[config.mk]
export PLATFORM = sky130hd
export DESIGN_NAME = rpn_stack_ctrl_flat
export DESIGN_NICKNAME = d
export VERILOG_FILES = /design/src/rtl/rpn_stack_ctrl_if.sv /design/src/rtl/rpn_stack_ctrl.sv /design/src/flat_wrapper.sv
export SDC_FILE = /design/constraint.sdc
export NUM_CORES = 1
export LEC_CHECK = 0
export ABC_AREA = 1
export BUFFER_PORTS_ARGS = -buffer_cell sky130_fd_sc_hd__buf_2
export CORE_MARGIN = 2
export CORE_UTILIZATION = 40
export DETAILED_ROUTE_END_ITERATION = 12
export GPL_TIMING_DRIVEN = 0
export HOLD_SLACK_MARGIN = 0.12
export PLACE_DENSITY = 0.7
export SLEW_MARGIN = 20
export SYNTH_ARGS = -nofsm -noshare
export SYNTH_HDL_FRONTEND = slang
export SYNTH_SLANG_ARGS = --single-unit
[constraint.sdc]
create_clock -name clk -period 16.75 [get_ports clk]
set_input_delay 0.8375 -clock clk [delete_from_list [all_inputs] [get_ports clk]]
set_output_delay 0.8375 -clock clk [all_outputs]
set_load 0.005 [all_outputs]
[src/rtl/rpn_stack_ctrl_if.sv]
// Token, stack and result signals between the RPN controller and its neighbours.
// master = controller side; slave = parser/stack/transmit side.
interface rpn_stack_ctrl_if #(
   parameter int WIDTH = 16
);
   logic             tok_valid;
   logic             tok_ready;
   logic [1:0]       tok_kind;
   logic [1:0]       tok_op;
   logic [WIDTH-1:0] tok_val;

   logic             stk_wen;
   logic [WIDTH-1:0] stk_din;
   logic [1:0]       stk_pop_cnt;
   logic [WIDTH-1:0] stk_first;
   logic [WIDTH-1:0] stk_second;

   logic             res_valid;
   logic [WIDTH-1:0] res_data;
   logic             res_ready;

   modport master (
      input  tok_valid, tok_kind, tok_op, tok_val, stk_first, stk_second, res_ready,
      output tok_ready, stk_wen, stk_din, stk_pop_cnt, res_valid, res_data
   );

   modport slave (
      output tok_valid, tok_kind, tok_op, tok_val, stk_first, stk_second, res_ready,
      input  tok_ready, stk_wen, stk_din, stk_pop_cnt, res_valid, res_data
   );
endinterface

[src/rtl/rpn_stack_ctrl.sv]
// RPN execution controller: one token -> one stack update cycle, 1 cycle after acceptance.
// Accepts at most one token per 2 cycles; PRINT results held in OUT until res_ready.
module rpn_stack_ctrl #(
   parameter int WIDTH   = 16,
   parameter int DEPTH   = 16,
   parameter int DEPTH_W = 5
) (
   input  logic               clk,
   input  logic               rst,
   rpn_stack_ctrl_if.master   bus,
   output logic               err,
   output logic [DEPTH_W-1:0] depth
);
   typedef enum logic [1:0] {IDLE, EXEC, OUT} state_t;

   localparam logic [1:0] K_NUM   = 2'd0;
   localparam logic [1:0] K_OP    = 2'd1;
   localparam logic [1:0] K_PRINT = 2'd2;
   localparam logic [1:0] K_DROP  = 2'd3;

   localparam logic [1:0] OP_ADD = 2'd0;
   localparam logic [1:0] OP_SUB = 2'd1;
   localparam logic [1:0] OP_MUL = 2'd2;
   localparam logic [1:0] OP_DUP = 2'd3;

   localparam logic [DEPTH_W-1:0] DEPTH_MAX = DEPTH_W'(DEPTH);
   localparam logic [DEPTH_W-1:0] ONE       = DEPTH_W'(1);
   localparam logic [DEPTH_W-1:0] TWO       = DEPTH_W'(2);

   state_t             state_q, state_d;
   logic [1:0]         kind_q, op_q;
   logic [WIDTH-1:0]   val_q;
   logic [DEPTH_W-1:0] depth_q, depth_d;
   logic [WIDTH-1:0]   res_q;
   logic               res_ld;

   logic               wen, tok_rdy, res_vld, exec_err;
   logic [1:0]         pop;
   logic [WIDTH-1:0]   din;

   always_ff @(posedge clk) begin
      if (rst) begin
         state_q <= IDLE;
         kind_q  <= '0;
         op_q    <= '0;
         val_q   <= '0;
         depth_q <= '0;
         res_q   <= '0;
      end else begin
         state_q <= state_d;
         depth_q <= depth_d;
         if (state_q == IDLE && bus.tok_valid) begin
            kind_q <= bus.tok_kind;
            op_q   <= bus.tok_op;
            val_q  <= bus.tok_val;
         end
         if (res_ld) begin
            res_q <= bus.stk_first;
         end
      end
   end

   always_comb begin
      state_d  = state_q;
      depth_d  = depth_q;
      wen      = 1'b0;
      pop      = 2'd0;
      din      = '0;
      exec_err = 1'b0;
      res_ld   = 1'b0;
      tok_rdy  = 1'b0;
      res_vld  = 1'b0;

      case (state_q)
         IDLE: begin
            tok_rdy = 1'b1;
            if (bus.tok_valid) state_d = EXEC;
         end
         EXEC: begin
            state_d = IDLE;
            case (kind_q)
               K_NUM: begin
                  if (depth_q == DEPTH_MAX) exec_err = 1'b1;
                  else begin
                     wen     = 1'b1;
                     din     = val_q;
                     depth_d = depth_q + ONE;
                  end
               end
               K_OP: begin
                  if (op_q == OP_DUP) begin
                     if (depth_q == '0 || depth_q == DEPTH_MAX) exec_err = 1'b1;
                     else begin
                        wen     = 1'b1;
                        din     = bus.stk_first;
                        depth_d = depth_q + ONE;
                     end
                  end else if (depth_q < TWO) begin
                     exec_err = 1'b1;
                  end else begin
                     wen     = 1'b1;
                     pop     = 2'd2;
                     depth_d = depth_q - ONE;
                     case (op_q)
                        OP_ADD:  din = bus.stk_second + bus.stk_first;
                        OP_SUB:  din = bus.stk_second - bus.stk_first;
                        OP_MUL:  din = WIDTH'(bus.stk_second * bus.stk_first);
                        default: din = '0;
                     endcase
                  end
               end
               K_PRINT: begin
                  if (depth_q == '0) exec_err = 1'b1;
                  else begin
                     res_ld  = 1'b1;
                     state_d = OUT;
                  end
               end
               default: begin
                  if (depth_q == '0) exec_err = 1'b1;
                  else begin
                     pop     = 2'd1;
                     depth_d = depth_q - ONE;
                  end
               end
            endcase
         end
         OUT: begin
            res_vld = 1'b1;
            if (bus.res_ready) state_d = IDLE;
         end
         default: state_d = IDLE;
      endcase

      // Reset cycle must never leak a stack write, result or error pulse.
      if (rst) begin
         tok_rdy  = 1'b0;
         wen      = 1'b0;
         pop      = 2'd0;
         din      = '0;
         exec_err = 1'b0;
         res_vld  = 1'b0;
      end
   end

   assign bus.tok_ready   = tok_rdy;
   assign bus.stk_wen     = wen;
   assign bus.stk_din     = din;
   assign bus.stk_pop_cnt = pop;
   assign bus.res_valid   = res_vld;
   assign bus.res_data    = res_q;
   assign err             = exec_err;
   assign depth           = depth_q;
endmodule

[src/flat_wrapper.sv]
// flat-port wrapper written by rule: the top's interface ports become plain ports
module rpn_stack_ctrl_flat 
#(
   parameter int WIDTH   = 16,
   parameter int DEPTH   = 16,
   parameter int DEPTH_W = 5
)
  (clk, rst, err, depth, bus_tok_valid, bus_tok_kind, bus_tok_op, bus_tok_val, bus_stk_first, bus_stk_second, bus_res_ready, bus_tok_ready, bus_stk_wen, bus_stk_din, bus_stk_pop_cnt, bus_res_valid, bus_res_data);
  rpn_stack_ctrl_if #(.WIDTH(WIDTH)) bus_i ();
  input  logic clk;
  input  logic rst;
  output logic err;
  output logic [DEPTH_W-1:0] depth;
  input wire logic [$bits(bus_i.tok_valid)-1:0] bus_tok_valid;
  input wire logic [$bits(bus_i.tok_kind)-1:0] bus_tok_kind;
  input wire logic [$bits(bus_i.tok_op)-1:0] bus_tok_op;
  input wire logic [$bits(bus_i.tok_val)-1:0] bus_tok_val;
  input wire logic [$bits(bus_i.stk_first)-1:0] bus_stk_first;
  input wire logic [$bits(bus_i.stk_second)-1:0] bus_stk_second;
  input wire logic [$bits(bus_i.res_ready)-1:0] bus_res_ready;
  output wire logic [$bits(bus_i.tok_ready)-1:0] bus_tok_ready;
  output wire logic [$bits(bus_i.stk_wen)-1:0] bus_stk_wen;
  output wire logic [$bits(bus_i.stk_din)-1:0] bus_stk_din;
  output wire logic [$bits(bus_i.stk_pop_cnt)-1:0] bus_stk_pop_cnt;
  output wire logic [$bits(bus_i.res_valid)-1:0] bus_res_valid;
  output wire logic [$bits(bus_i.res_data)-1:0] bus_res_data;
  assign bus_i.tok_valid = bus_tok_valid;
  assign bus_i.tok_kind = bus_tok_kind;
  assign bus_i.tok_op = bus_tok_op;
  assign bus_i.tok_val = bus_tok_val;
  assign bus_i.stk_first = bus_stk_first;
  assign bus_i.stk_second = bus_stk_second;
  assign bus_i.res_ready = bus_res_ready;
  assign bus_tok_ready = bus_i.tok_ready;
  assign bus_stk_wen = bus_i.stk_wen;
  assign bus_stk_din = bus_i.stk_din;
  assign bus_stk_pop_cnt = bus_i.stk_pop_cnt;
  assign bus_res_valid = bus_i.res_valid;
  assign bus_res_data = bus_i.res_data;
  rpn_stack_ctrl #(.WIDTH(WIDTH), .DEPTH(DEPTH), .DEPTH_W(DEPTH_W)) u_core (.clk(clk), .rst(rst), .bus(bus_i), .err(err), .depth(depth));
endmodule
==> metrics.md <==
| Metric | Value |
|---|---|
| Status | finished clean |
| Number of hold buffers added after CTS | 0 |
| RSZ-0062 raised after global routing | no |
| Area of the multi-input gates | 5560 µm² |
| Fin Hold WS | between 0.4 and 0.5 ns |
| Leading cell type in the layout, fill and taps excluded | inv_1 |
| Crit path max-delay family | adder cells |
| Ys Warns | 0 |
| Worst Tran Pin Value | 0.739 ns |
| Total Wirelength | about 23000 µm |
| Final Non-Filler Cells | 1561 |
| Clk Latency, worst-skew pair | approximately 0.29 ns |
| Iter 0 DRT Violations | about 580 |
| Initial core utilization | between 40 and 50% |
| Vias in the first global route | 7316 |
| Worst Hold Path EP | u_core.bus.res_data[15]$_SDFFE_PP0P_ |
| Pwr/cell area | 114 nW/µm² |
| CP Launch Type | input pin |
| Root Buffer Master | clkbuf_16 |
| Layout cells sized above 1 | ~10% |
| CTS clock-pin slew for the worst setup and hold paths | 0.06 ns |
| Clock Sinks | between 40 and 50 |
| Mapped Area | approximately 7800 µm² |
| Reg-to-reg endpoint | u_core.depth[2]$_SDFFE_PP0P_ |
| Die Height | 143 µm |
| Final GP Congestion | roughly 0.92 |
| Longest Clk Path Bufs | 2 |
| Overflow after GRT | 0 |
| Unique masters post-synth | 45 |
| Critical Path Max Stage Delay | just under 0.6 ns |
| DR pass1 iterations | 6 |
| Residual DRC | 0 |
| Max-cap violations | 0 |
| Die Width | 143 µm |
| Resize count post-CTS | 0 |
| Largest net degree at the start of global routing | 16 |
| # nets final | ~1500 |
| Port bufs | 92 |
| Initial antenna violation count | 2 |
| Worst endpoint required time | around 16 ns |
| Leakage power | roughly 5 nW |
| Global-route wire length before repair | between 30000 and 40000 µm |
| Register area | approximately 860 µm² |
| Setup TNS | 0 ns |
| Setup violators final | 0 |
| Final Critical Period | ~7.7 ns |
| Drt wl/cell | roughly 15 µm |
| Critical path arrival | slightly below 7 ns |
| Hold WC Path Type | reg -> reg |
| GRT Util Overall | between 20% and 30% |
| Worst Hold Depth | 2 |
| Post-Syn Instances | 1200 |
| CTS HTree Levels | 2 |
| Slowest library cell on the worst path | clkbuf_1 |
| Power Total | 0.000994 W |
| Clock skew | around 0.0067 ns |
| Rows | 50 |
| Dpl cells | roughly 1600 |
| Peak supply drop | roughly 120 µV |
| Register area share after synthesis | around 11% |
| Antenna viol nets, final | 0 |
| Flop2flop setup slack | 14.61 ns |
| CTS tree | done |
| Highest routed layer | met4 |
| Crit path kind | in -> out |
| Num CTS Buffers | 5 |
| FF-to-FF path depth | 13 |
| Metal2 WL | between 10000 and 15000 µm |
| Met1 WL | 10100 µm |
| Flip-flop and latch count after synthesis | 43 |
| Slew Viols, Final | 0 |
| Syn_nets | 1406 |
| Most frequent cells in the layout | 293 x inv_1, 291 x nand2_1, 99 x buf_2 |
| Fillers | a little over 2000 |
| Max Fanout on Critical Path | 10 |
| Final worst path period share | a little under half |
| Bufs and invs on worst path | 8 |
| Nature of the critical path endpoint | output pin |
| HPWL Detailed | ~19000 µm |
| Core area | about 19000 µm² |
| Reg2reg start | u_core.depth[1]$_SDFFE_PP0P_ |
| Area Growth Syn to Fin | 12.1% |
| Final Hold Viols | 0 |
| Post-Syn Area per Cell | around 6.5 µm² |
| Fmax | 0.130 GHz |
| Die area | between 20000 and 25000 µm² |
| Slew HR | 50.8% |
| Final core occ | between 40 and 50% |
| Postcts setup bufs | 0 |
| Hold Crit Start | u_core.bus.res_data[15]$_SDFFE_PP0P_ |
| Met3 routed WL | 1590 µm |
| Vias | slightly below 8000 |
| Routed vias/inst | just under 5 |
| Top-Level Pins | 99 |
-- flip-flops by register name, indices dropped and copies added, names as in the netlist --
name,flops
u_core.bus.res_data,16
u_core.kind_q,2
u_core.state_q,2
u_core.val_q,16
u_core.op_q,2
u_core.depth,5
-- cells in the mapped netlist (all sizes together) --
cell     number  share of area (%)
a21oi        72                4.7
o2111ai       1               0.11
xnor2         7               0.79
nand2       292                 14
or2           1              0.081
nor3         19                1.6
a22oi         8               0.77
ha           69                 11
nand4         4               0.32
o21ai        78                5.1
o21a          1              0.097
o21bai        1              0.097
a22o          2               0.23
a211oi        1              0.097
xor2         16                1.8
o22ai         4               0.32
o32ai         2               0.23
dfxtp        43                 11
a31oi         2               0.16
inv         298                 14
nor2         93                4.6
clkbuf       32                1.6
o211ai        2               0.19
nand3b        4               0.39
nand3        38                2.5
buf          16                1.4
a21o          4               0.39
o31ai         4               0.39
a32o          1               0.13
nor3b         1              0.097
fa           81                 21
nor4          3               0.24
-- metrics by stage --
step | worst slack [ns] | cell area (µm²)
2_1_floorplan | 10.20 | 7770
3_3_place_gp | 9.21 | 8550
3_5_place_dp | 9.19 | 8550
4_1_cts | 9.12 | 8700
5_1_grt | 8.81 | 8700
6_report | 9.08 | 8700
-- cell type report --
type	instances	share of cell area (%)
Inverter	298	12.9
Clock inverter	3	0.273
Antenna cell	1	0.0288
Clock buffer	5	1.44
Sequential cell	43	9.89
Multi-Input combinational cell	811	63.8
Timing Repair Buffer	92	5.29
Tap cell	260	3.74
Buffer	48	2.66
-- worst max-delay path by stage --
stage	endpoint	depth (start not counted)	startpoint	slack [ns]
5_1_grt	bus_stk_din[15]	27	bus_stk_first[7]	8.81
2_1_floorplan	bus_stk_din[15]	26	bus_stk_first[1]	10.20
3_5_place_dp	bus_stk_din[15]	27	bus_stk_first[7]	9.19
4_1_cts	bus_stk_din[15]	27	bus_stk_first[7]	9.12
3_3_place_gp	bus_stk_din[15]	27	bus_stk_first[7]	9.21
6_report	bus_stk_din[15]	27	bus_stk_first[7]	9.08
-- kinds of logic after synthesis --
group	Yosys count	share of synthesized area, %
xor+xnor	23	2.59
buf+inv	346	17.4
flops	43	11.1
simple gates	455	24.0
compound gates	183	13.0
fa+ha+maj	150	32.0
-- tightest hold or removal path, cell delays in order (launching register included) --
cell and delay, ns:
dfxtp_1 0.31, inv_1 0.04, a21oi_1 0.05
-- metal layers --
layer / track usage (%) / up-vias
li1: - / 3837
met1: 31.2 / 3550
met2: 38.0 / 252
met3: 3.00 / 45
met4: 6.55 / 0
met5: 0 / -
-- power by group --
| group | switching [W] | internal, W |
|---|---|---|
| Combinational | 0.000497 | 0.000287 |
| Sequential | 0.00000380 | 0.000108 |
| Clock | 0.0000430 | 0.0000557 |
| Total | 0.000544 | 0.000450 |
Power figures use the tool's default switching activity.
